--- config.mk ---
export PLATFORM = sky130hd
export DESIGN_NAME = cde_prescale_monitor_flat
export DESIGN_NICKNAME = d
export VERILOG_FILES = /design/src/rtl/cde_prescale_monitor_if.sv /design/src/rtl/cde_prescale_monitor.sv /design/src/flat_wrapper.sv
export SDC_FILE = /design/constraint.sdc
export NUM_CORES = 1
export LEC_CHECK = 0
export ABC_AREA = 1
export BUFFER_PORTS_ARGS = -buffer_cell sky130_fd_sc_hd__buf_2
export CAP_MARGIN = 20
export CELL_PAD_IN_SITES_DETAIL_PLACEMENT = 1
export CELL_PAD_IN_SITES_GLOBAL_PLACEMENT = 1
export CORE_ASPECT_RATIO = 1.2
export CORE_UTILIZATION = 44
export CTS_BUF_LIST = sky130_fd_sc_hd__clkbuf_16
export CTS_CLUSTER_SIZE = 12
export DETAILED_ROUTE_END_ITERATION = 10
export PLACE_DENSITY = 0.92
export SLEW_MARGIN = 20
export SYNTH_ARGS = -nofsm -noshare
export SYNTH_HDL_FRONTEND = slang
export SYNTH_SLANG_ARGS = --single-unit
--- constraint.sdc ---
create_clock -name clk -period 7.4 [get_ports clk]
set_clock_uncertainty 0.1 [all_clocks]
set_input_delay 1.48 -clock clk [delete_from_list [all_inputs] [get_ports clk]]
set_output_delay 1.48 -clock clk [all_outputs]
set_load 0.05 [all_outputs]
--- src/rtl/cde_prescale_monitor_if.sv ---
// Tick/flag bundle for cde_prescale_monitor: the tick source side drives
// tick_in and clear_err, the monitor drives the measurement and health flags.
interface cde_prescale_monitor_if #(
  parameter int CNT_SIZE = 8
);
  logic                tick_in;
  logic                clear_err;
  logic [CNT_SIZE-1:0] period_out;
  logic                period_valid;
  logic                locked;
  logic                err_period;
  logic                err_timeout;

  modport master (
    output tick_in, clear_err,
    input  period_out, period_valid, locked, err_period, err_timeout
  );

  modport slave (
    input  tick_in, clear_err,
    output period_out, period_valid, locked, err_period, err_timeout
  );
endinterface

--- src/rtl/cde_prescale_monitor.sv ---
// Receive-side health monitor for a periodic single-cycle tick: measures
// tick-to-tick period, tracks lock, and records sticky period/timeout errors.
module cde_prescale_monitor #(
  parameter int EXP_PERIOD = 13,
  parameter int TOL        = 0,
  parameter int LOCK_COUNT = 4,
  parameter int TIMEOUT    = 26,
  parameter int CNT_SIZE   = 8
) (
  input  logic                    clk,
  input  logic                    reset,
  cde_prescale_monitor_if.slave   bus
);

  localparam int MW = (LOCK_COUNT > 1) ? $clog2(LOCK_COUNT) : 1;
  localparam logic [CNT_SIZE-1:0] CNT_MAX = {CNT_SIZE{1'b1}};
  localparam logic [CNT_SIZE-1:0] TO_LAST = CNT_SIZE'(TIMEOUT - 1);
  localparam logic [MW-1:0]       MC_LAST = MW'(LOCK_COUNT - 1);
  localparam logic [CNT_SIZE:0]   EXP_W   = (CNT_SIZE + 1)'(EXP_PERIOD);
  localparam logic [CNT_SIZE:0]   TOL_W   = (CNT_SIZE + 1)'(TOL);

  typedef enum logic [1:0] {
    IDLE    = 2'd0,
    ACQUIRE = 2'd1,
    LOCKED  = 2'd2
  } state_t;

  state_t              state, state_n;
  logic [CNT_SIZE-1:0] cnt, cnt_n;
  logic [MW-1:0]       match_cnt, match_cnt_n;
  logic [CNT_SIZE-1:0] period_out, period_out_n;
  logic                period_valid, period_valid_n;
  logic                locked, locked_n;
  logic                err_period, err_period_n;
  logic                err_timeout, err_timeout_n;

  logic [CNT_SIZE-1:0] cnt_inc;
  logic [CNT_SIZE:0]   period_w;
  logic [CNT_SIZE:0]   diff;
  logic                match;
  logic                timeout;

  // Saturating increment doubles as the measured period (cnt holds cycles-1);
  // the deviation is taken one bit wider so neither subtraction can wrap.
  always_comb begin
    cnt_inc  = (cnt == CNT_MAX) ? CNT_MAX : cnt + CNT_SIZE'(1);
    period_w = {1'b0, cnt_inc};
    if (period_w >= EXP_W) begin
      diff = period_w - EXP_W;
    end else begin
      diff = EXP_W - period_w;
    end
    match   = (diff <= TOL_W);
    timeout = (cnt == TO_LAST) && !bus.tick_in;
  end

  // Next-state and output decode; a sticky flag set in a given cycle
  // overrides a simultaneous clear_err.
  always_comb begin
    state_n        = state;
    cnt_n          = bus.tick_in ? {CNT_SIZE{1'b0}} : cnt_inc;
    match_cnt_n    = match_cnt;
    period_out_n   = period_out;
    period_valid_n = 1'b0;
    locked_n       = locked;
    err_period_n   = bus.clear_err ? 1'b0 : err_period;
    err_timeout_n  = bus.clear_err ? 1'b0 : err_timeout;

    case (state)
      IDLE: begin
        cnt_n = {CNT_SIZE{1'b0}};
        if (bus.tick_in) begin
          state_n     = ACQUIRE;
          match_cnt_n = {MW{1'b0}};
        end else begin
          state_n = IDLE;
        end
      end
      ACQUIRE: begin
        if (bus.tick_in) begin
          period_out_n   = cnt_inc;
          period_valid_n = 1'b1;
          if (match && (match_cnt == MC_LAST)) begin
            state_n  = LOCKED;
            locked_n = 1'b1;
          end else if (match) begin
            match_cnt_n = match_cnt + MW'(1);
          end else begin
            match_cnt_n = {MW{1'b0}};
          end
        end else if (timeout) begin
          state_n       = IDLE;
          cnt_n         = {CNT_SIZE{1'b0}};
          locked_n      = 1'b0;
          err_timeout_n = 1'b1;
        end else begin
          state_n = ACQUIRE;
        end
      end
      LOCKED: begin
        if (bus.tick_in) begin
          period_out_n   = cnt_inc;
          period_valid_n = 1'b1;
          if (!match) begin
            state_n      = ACQUIRE;
            match_cnt_n  = {MW{1'b0}};
            locked_n     = 1'b0;
            err_period_n = 1'b1;
          end else begin
            state_n = LOCKED;
          end
        end else if (timeout) begin
          state_n       = IDLE;
          cnt_n         = {CNT_SIZE{1'b0}};
          locked_n      = 1'b0;
          err_timeout_n = 1'b1;
        end else begin
          state_n = LOCKED;
        end
      end
      default: begin
        state_n     = IDLE;
        cnt_n       = {CNT_SIZE{1'b0}};
        match_cnt_n = {MW{1'b0}};
        locked_n    = 1'b0;
      end
    endcase
  end

  // State and output registers; reset outranks every input including tick_in.
  always_ff @(posedge clk) begin
    if (reset) begin
      state        <= IDLE;
      cnt          <= {CNT_SIZE{1'b0}};
      match_cnt    <= {MW{1'b0}};
      period_out   <= {CNT_SIZE{1'b0}};
      period_valid <= 1'b0;
      locked       <= 1'b0;
      err_period   <= 1'b0;
      err_timeout  <= 1'b0;
    end else begin
      state        <= state_n;
      cnt          <= cnt_n;
      match_cnt    <= match_cnt_n;
      period_out   <= period_out_n;
      period_valid <= period_valid_n;
      locked       <= locked_n;
      err_period   <= err_period_n;
      err_timeout  <= err_timeout_n;
    end
  end

  assign bus.period_out   = period_out;
  assign bus.period_valid = period_valid;
  assign bus.locked       = locked;
  assign bus.err_period   = err_period;
  assign bus.err_timeout  = err_timeout;

endmodule

--- src/flat_wrapper.sv ---
// flat-port wrapper written by rule: the top's interface ports become plain ports
module cde_prescale_monitor_flat 
#(
  parameter int EXP_PERIOD = 13,
  parameter int TOL        = 0,
  parameter int LOCK_COUNT = 4,
  parameter int TIMEOUT    = 26,
  parameter int CNT_SIZE   = 8
)
  (clk, reset, bus_tick_in, bus_clear_err, bus_period_out, bus_period_valid, bus_locked, bus_err_period, bus_err_timeout);
  cde_prescale_monitor_if #(.CNT_SIZE(CNT_SIZE)) bus_i ();
  input  logic clk;
  input  logic reset;
  input wire logic [$bits(bus_i.tick_in)-1:0] bus_tick_in;
  input wire logic [$bits(bus_i.clear_err)-1:0] bus_clear_err;
  output wire logic [$bits(bus_i.period_out)-1:0] bus_period_out;
  output wire logic [$bits(bus_i.period_valid)-1:0] bus_period_valid;
  output wire logic [$bits(bus_i.locked)-1:0] bus_locked;
  output wire logic [$bits(bus_i.err_period)-1:0] bus_err_period;
  output wire logic [$bits(bus_i.err_timeout)-1:0] bus_err_timeout;
  assign bus_i.tick_in = bus_tick_in;
  assign bus_i.clear_err = bus_clear_err;
  assign bus_period_out = bus_i.period_out;
  assign bus_period_valid = bus_i.period_valid;
  assign bus_locked = bus_i.locked;
  assign bus_err_period = bus_i.err_period;
  assign bus_err_timeout = bus_i.err_timeout;
  cde_prescale_monitor #(.EXP_PERIOD(EXP_PERIOD), .TOL(TOL), .LOCK_COUNT(LOCK_COUNT), .TIMEOUT(TIMEOUT), .CNT_SIZE(CNT_SIZE)) u_core (.clk(clk), .reset(reset), .bus(bus_i));
endmodule
# Word-level counts from Yosys, hierarchy flattened
# Index checks and enable logic that the tools add are counted.
[op_classes]
magnitude_cmp = 2
n_addsub = 4
mux = 35
bitwise = 2
n_reduce_logical = 9
n_eq_ne = 12
[op_table]
columns = ["op", "n"]
rows = [
  ["8-bit 2-to-1 mux", 4],
  ["2-bit 2-to-1 mux", 11],
  ["1-bit 2-to-1 mux", 16],
  ["2-bit one-hot mux with 3 select lines", 2],
  ["2-bit != test (second input constant)", 5],
  ["9-bit by 1-bit less-or-equal comparator with 1-bit output (second input constant)", 1],
  ["9-bit 2-to-1 mux", 1],
  ["4-bit by 8-bit subtractor with 9-bit output (first input constant)", 1],
  ["8-bit by 4-bit subtractor with 9-bit output (second input constant)", 1],
  ["8-bit by 1-bit adder with 8-bit output (second input constant)", 1],
  ["8-bit by 5-bit == test with 1-bit output (second input constant)", 1],
  ["8-bit == test (second input constant)", 1],
  ["8-bit by 4-bit >= comparator with 1-bit output (second input constant)", 1],
  ["5-bit AND reduction", 1],
  ["2-bit == test (second input constant)", 2],
  ["2-bit OR reduction", 2],
  ["3-bit by 2-bit != test with 1-bit output (second input constant)", 1],
  ["3-bit != test (second input constant)", 1],
  ["1-bit one-hot mux with 3 select lines", 1],
  ["3-bit AND reduction", 1],
  ["2-bit by 1-bit adder with 2-bit output (second input constant)", 1],
  ["2-bit by 1-bit == test with 1-bit output (second input constant)", 1],
  ["1-bit logical AND", 2],
  ["2-bit zero test", 1],
  ["other kinds (3)", 4],
]
[word_totals]
regBits = 24
out_inout_bits = 12
input_bits = 4

# Longest topological paths before layout
[logic_depth]
ltp_word = 9
ltp_mapped = 22
ltp_nobuf = 22

# Worst setup path after synthesis
# OpenSTA, ideal clock, no wires.
[synth_path]
path_type = "input -> register"
from = "input reset"
to = "register u_core.cnt[0]"
path_buffers = 1
setup_slack_ns = 4.855
t_required_ns = 7.173
path_stages = 4
arrival_time_ns = 2.318
setup_time_ns = 0.127
cell_sequence = "clkbuf_1 > clkinv_1 > nand4_1 > a21oi_1"
[synth_between]
elab_chain_cells = 1
[synth_lines]
columns = ["item", "line", "source"]
rows = [
  ["start, declared", "flat_wrapper.sv:13", "input logic reset;"],
  ["2-bit OR reduction (no line)", "--", ""],
  ["end signal, assigned", "cde_prescale_monitor.sv:134", "cnt <= {CNT_SIZE{1'b0}};"],
  ["end signal, assigned", "cde_prescale_monitor.sv:143", "cnt <= cnt_n;"],
  ["end, declared", "cde_prescale_monitor.sv:29", "logic [CNT_SIZE-1:0] cnt, cnt_n;"],
]
# No other way between the ends.
# A chain may end at the register's enable or synchronous reset.

# Final worst setup path
[layout_path]
from = "register u_core.cnt[0]"
to = "register u_core.match_cnt[1]"
[layout_between]
elab_chain_cells = 9
elab_cells_between_ends = 16
[layout_lines]
columns = ["item", "line", "source"]
rows = [
  ["8-bit by 1-bit adder with 8-bit output or 8-bit == test (tied branches)", "cde_prescale_monitor.sv:46", "cnt_inc = (cnt == CNT_MAX) ? CNT_MAX : cnt + CNT_SIZE'(1);"],
  ["8-bit 2-to-1 mux *", "cde_prescale_monitor.sv:46", ""],
  ["4-bit by 8-bit subtractor with 9-bit output, or another cell as far along", "cde_prescale_monitor.sv:51", "diff = EXP_W - period_w;"],
  ["9-bit 2-to-1 mux *", "cde_prescale_monitor.sv:48", "if (period_w >= EXP_W) begin"],
  ["9-bit by 1-bit less-or-equal comparator with 1-bit output *", "cde_prescale_monitor.sv:53", "match = (diff <= TOL_W);"],
  ["2-bit 2-to-1 mux", "cde_prescale_monitor.sv:86", "end else if (match) begin"],
  ["2-bit 2-to-1 mux", "cde_prescale_monitor.sv:83", "if (match && (match_cnt == MC_LAST)) begin"],
  ["2-bit 2-to-1 mux", "cde_prescale_monitor.sv:80", "if (bus.tick_in) begin"],
  ["2-bit one-hot mux with 3 select lines", "cde_prescale_monitor.sv:69", "case (state)"],
  ["end signal, assigned", "cde_prescale_monitor.sv:135", "match_cnt <= {MW{1'b0}};"],
  ["end signal, assigned", "cde_prescale_monitor.sv:144", "match_cnt <= match_cnt_n;"],
  ["end, declared", "cde_prescale_monitor.sv:30", "logic [MW-1:0] match_cnt, match_cnt_n;"],
]
# Mark *: on every way between the ends. The rest lies on a longest branch, timed or not. The select of a mux whose other input is x is not followed.

==> flow_metrics.py <==
metrics = {
    "status": {
        "status": "finished, final reports clean",
    },
    "worst_setup_path": {
        "cp_slowest_cell": "dfxtp_1",
        "crit_top_cell": "nand2_1",
        "critPathLaunchType": "flop",
        "reg2reg_depth": 21,
        "worst-path-max-fanout": 9,
        "cp.required_ps": 7460,
        "cp-end-kind": "flop",
        "cp.arrival_ps": 3120,
        "max_stage_delay_ps": 480,
        "crit_type": "flop to flop",
        "path_cells": "ha_1 > nand3_1 > inv_1 > nand2_2 > inv_2 > nor2_4 > ha_1 > a21oi_1 > nor2_1 > nor2_1 > nor2_1 > nand2_1 > nor2_1 > nand2_1 > nand2_4 > nand4_1 > nand2_1 > nor2_2 > nand2_1 > nand2_1 > nor2_2",
    },
    "grt": {
        "antenna_found_initial": 0,
        "grt_pass1_vias": 1607,
        "grt_remaining_overflow": 0,
        "grt_util_all_layers_pct": 26.0,
        "grt_pass1_wl_um": 7330,
        "grt_max_degree": 15,
    },
    "synthesis": {
        "yosysMostFrequentCell": "nand2_1",
        "yosys.area.top_type": "dfxtp_1",
        "ys_types": 22,
        "ys_seq_area_share_pct": 31.0,
        "netlist_area_um2": 1550,
        "yosysTopAreaCellShare_pct": 31.0,
        "synth_top_family_by_area": "simple AND/OR/NAND/NOR gates",
        "ys_warn_count": 0,
        "synth_fp_nets": 248,
        "synth_xor_area_share_pct": 0,
        "synth_compound_area_share_pct": 9.45,
        "synthSimpleGateAreaFrac_pct": 40.7,
        "synth_async_sr_flop_share_pct": 0,
        "syn_area_per_cell_um2": 6.65,
        "synth_common_cells": "nand2_1 (60), inv_1 (31), nor2_1 (30)",
        "synth_fa_ha_area_share_pct": 8.89,
        "ys.flop_type": "dfxtp_1",
        "synth-edff-count": 0,
        "yosys-top-cells-area": "dfxtp_1 (31%), nand2_1 (15%), ha_1 (8.9%), inv_1 (7.5%), nor2_1 (7.3%)",
        "synthCells": 233,
        "muxShareOfSynthArea_pct": 0,
        "ys_ff_latch": 24,
    },
    "drt": {
        "drc": 0,
        "first_pass_iters": 5,
        "vias_per_cell": 5.45,
        "wirelength_um": 4570,
        "ant_nets": 0,
        "dr.first_iter.drc_count": 49,
        "via_count": 1564,
        "drt-wirelength-per-cell_um": 15.9,
    },
    "cells_and_area": {
        "drive_gt1_share_pct": 19.6,
        "syn_to_final_growth_pct": 14.1,
        "n_fill_cell": 463,
        "nets": 266,
        "antenna_cells": 0,
        "multi_input_area_um2": 915,
        "regArea_um2": 480,
    },
    "timing": {
        "max_slew_margin_pct": 74.7,
        "finalHoldViolations": 0,
        "setup-tns-final_ps": 0,
        "drv_slew": 0,
        "setup_violations": 0,
        "tightest_slew_ps": 379,
        "fmax_mhz": 327,
        "fin_crit_sh_pct": 41.4,
        "post-route-min-period_ps": 3060,
        "rsz0062_at_grt": "no",
    },
    "worst_hold_path": {
        "whs_path_depth": 2,
        "hp-class": "flop to flop",
    },
    "clock_tree": {
        "cts_resized": 0,
        "root_buffer": "clkbuf_16",
        "clock_sinks": 24,
        "htreeDepth": 1,
        "cts_made_buffers": 3,
        "clk-insertion-delay-late_ps": 260,
        "clk_pin_slew_worst_paths_ps": 60,
        "cts_tree": "yes",
        "post_cts_buffers": 0,
        "holdBufCountCts": 0,
        "clockBufferDepth": 2,
    },
    "floorplan": {
        "start_util_pct": 46.4,
        "core_area_um2": 3340,
        "fp.dieArea_um2": 3760,
        "die_h_um": 67.0,
        "row_count": 23,
        "top_level_ports": 16,
        "die-width_um": 56.2,
    },
    "placement": {
        "place.gp.congestion": 0.818,
        "hpwl_um": 3240,
        "portBuffers": 15,
    },
    "power_and_ir_drop": {
        "ir_worst_vdd_v": 0.000132,
        "p_leak_uw": 0.000931,
        "p_total_uw": 367,
        "power_density_nw_per_um2": 208,
    },
    "run": {
        "drv_cap": 0,
    },
}
==> cells in the final DEF, fill, tap and decap left out, drive strengths merged <==
cell,Yosys,routed
inv,37,37
o21ai,6,6
clkbuf,2,3
nand4,8,8
nand2,68,68
bufinv,0,1
a21oi,15,15
nor3,2,2
a22oi,1,1
o211ai,3,3
ha,11,11
nor2,39,39
clkinv,2,2
nand3,15,15
dfxtp,24,24
buf,0,15
==> critical path, delay by kind of cell (launching register included) <==
family                   cells  cell delay, ps
buffers and inverters        2             250
AO/OA/AOI/OAI                1             150
adder cells (fa/ha/maj)      2             500
flip-flops                   1             480
AND/OR/NAND/NOR             16            1470
==> layer usage <==
layer	wire (um)	track usage, %	up-vias
met5	0	0	-
met4	248	20.7	0
met3	58	2.91	17
met2	2430	50.1	26
met1	1830	24.9	755
li1	-	-	766
==> sequential cells by signal, summed over array words and instances (netlist names) <==
name and flops:
u_core.bus.period_valid 1, u_core.bus.err_timeout 1, u_core.state 2, u_core.bus.err_period 1, u_core.match_cnt 2, u_core.bus.period_out 8
u_core.cnt 8, u_core.bus.locked 1
==> per-stage QoR <==
step | utilization, % | cell area (um2) | hold WS (ps) | setup slack, ps | instances
6_report | 53.0 | 1770 | 370 | 4340 | 287
5_1_grt | 53.0 | 1770 | 398 | 4110 | 287
4_1_cts | 53.0 | 1770 | 376 | 4330 | 287
3_5_place_dp | 49.8 | 1660 | 372 | 4440 | 283
3_3_place_gp | 49.8 | 1660 | 351 | 4520 | 283
2_1_floorplan | - | 1550 | 368 | 4860 | 233
==> path summary, 6_finish.rpt <==
| kind | startpoint | to | slack [ps] |
|---|---|---|---|
| max reg2reg | u_core.cnt[0] | u_core.match_cnt[1] | 4340 |
| min | u_core.bus.err_period | u_core.bus.err_period | 370 |
| max | u_core.cnt[0] | u_core.match_cnt[1] | 4340 |
| min reg2reg | u_core.bus.err_period | u_core.bus.err_period | 370 |
==> where the power goes <==
part | leakage, uW | internal [uW] | switching [uW]
sequential | 0.000195 | 137 | 5.47
clock | 0.0000511 | 108 | 48.3
combinational | 0.000685 | 17.8 | 50.7
==> cell families after synthesis <==
| logic type | count (synthesis) |
|---|---|
| buffers and inverters | 41 |
| AO/OA/AOI/OAI | 25 |
| flip-flops | 24 |
| AND/OR/NAND/NOR | 132 |
| adder cells (fa/ha/maj) | 11 |
==> cell type report <==
| cell class | instances | area share, % |
|---|---|---|
| Timing Repair Buffer | 15 | 4.25 |
| Clock buffer | 3 | 4.25 |
| Clock inverter | 1 | 1.70 |
| Sequential cell | 24 | 27.2 |
| Inverter | 39 | 8.28 |
| Multi-Input combinational cell | 168 | 51.7 |
| Tap cell | 37 | 2.62 |
No activity file was read; power rests on OpenSTA's default activity.
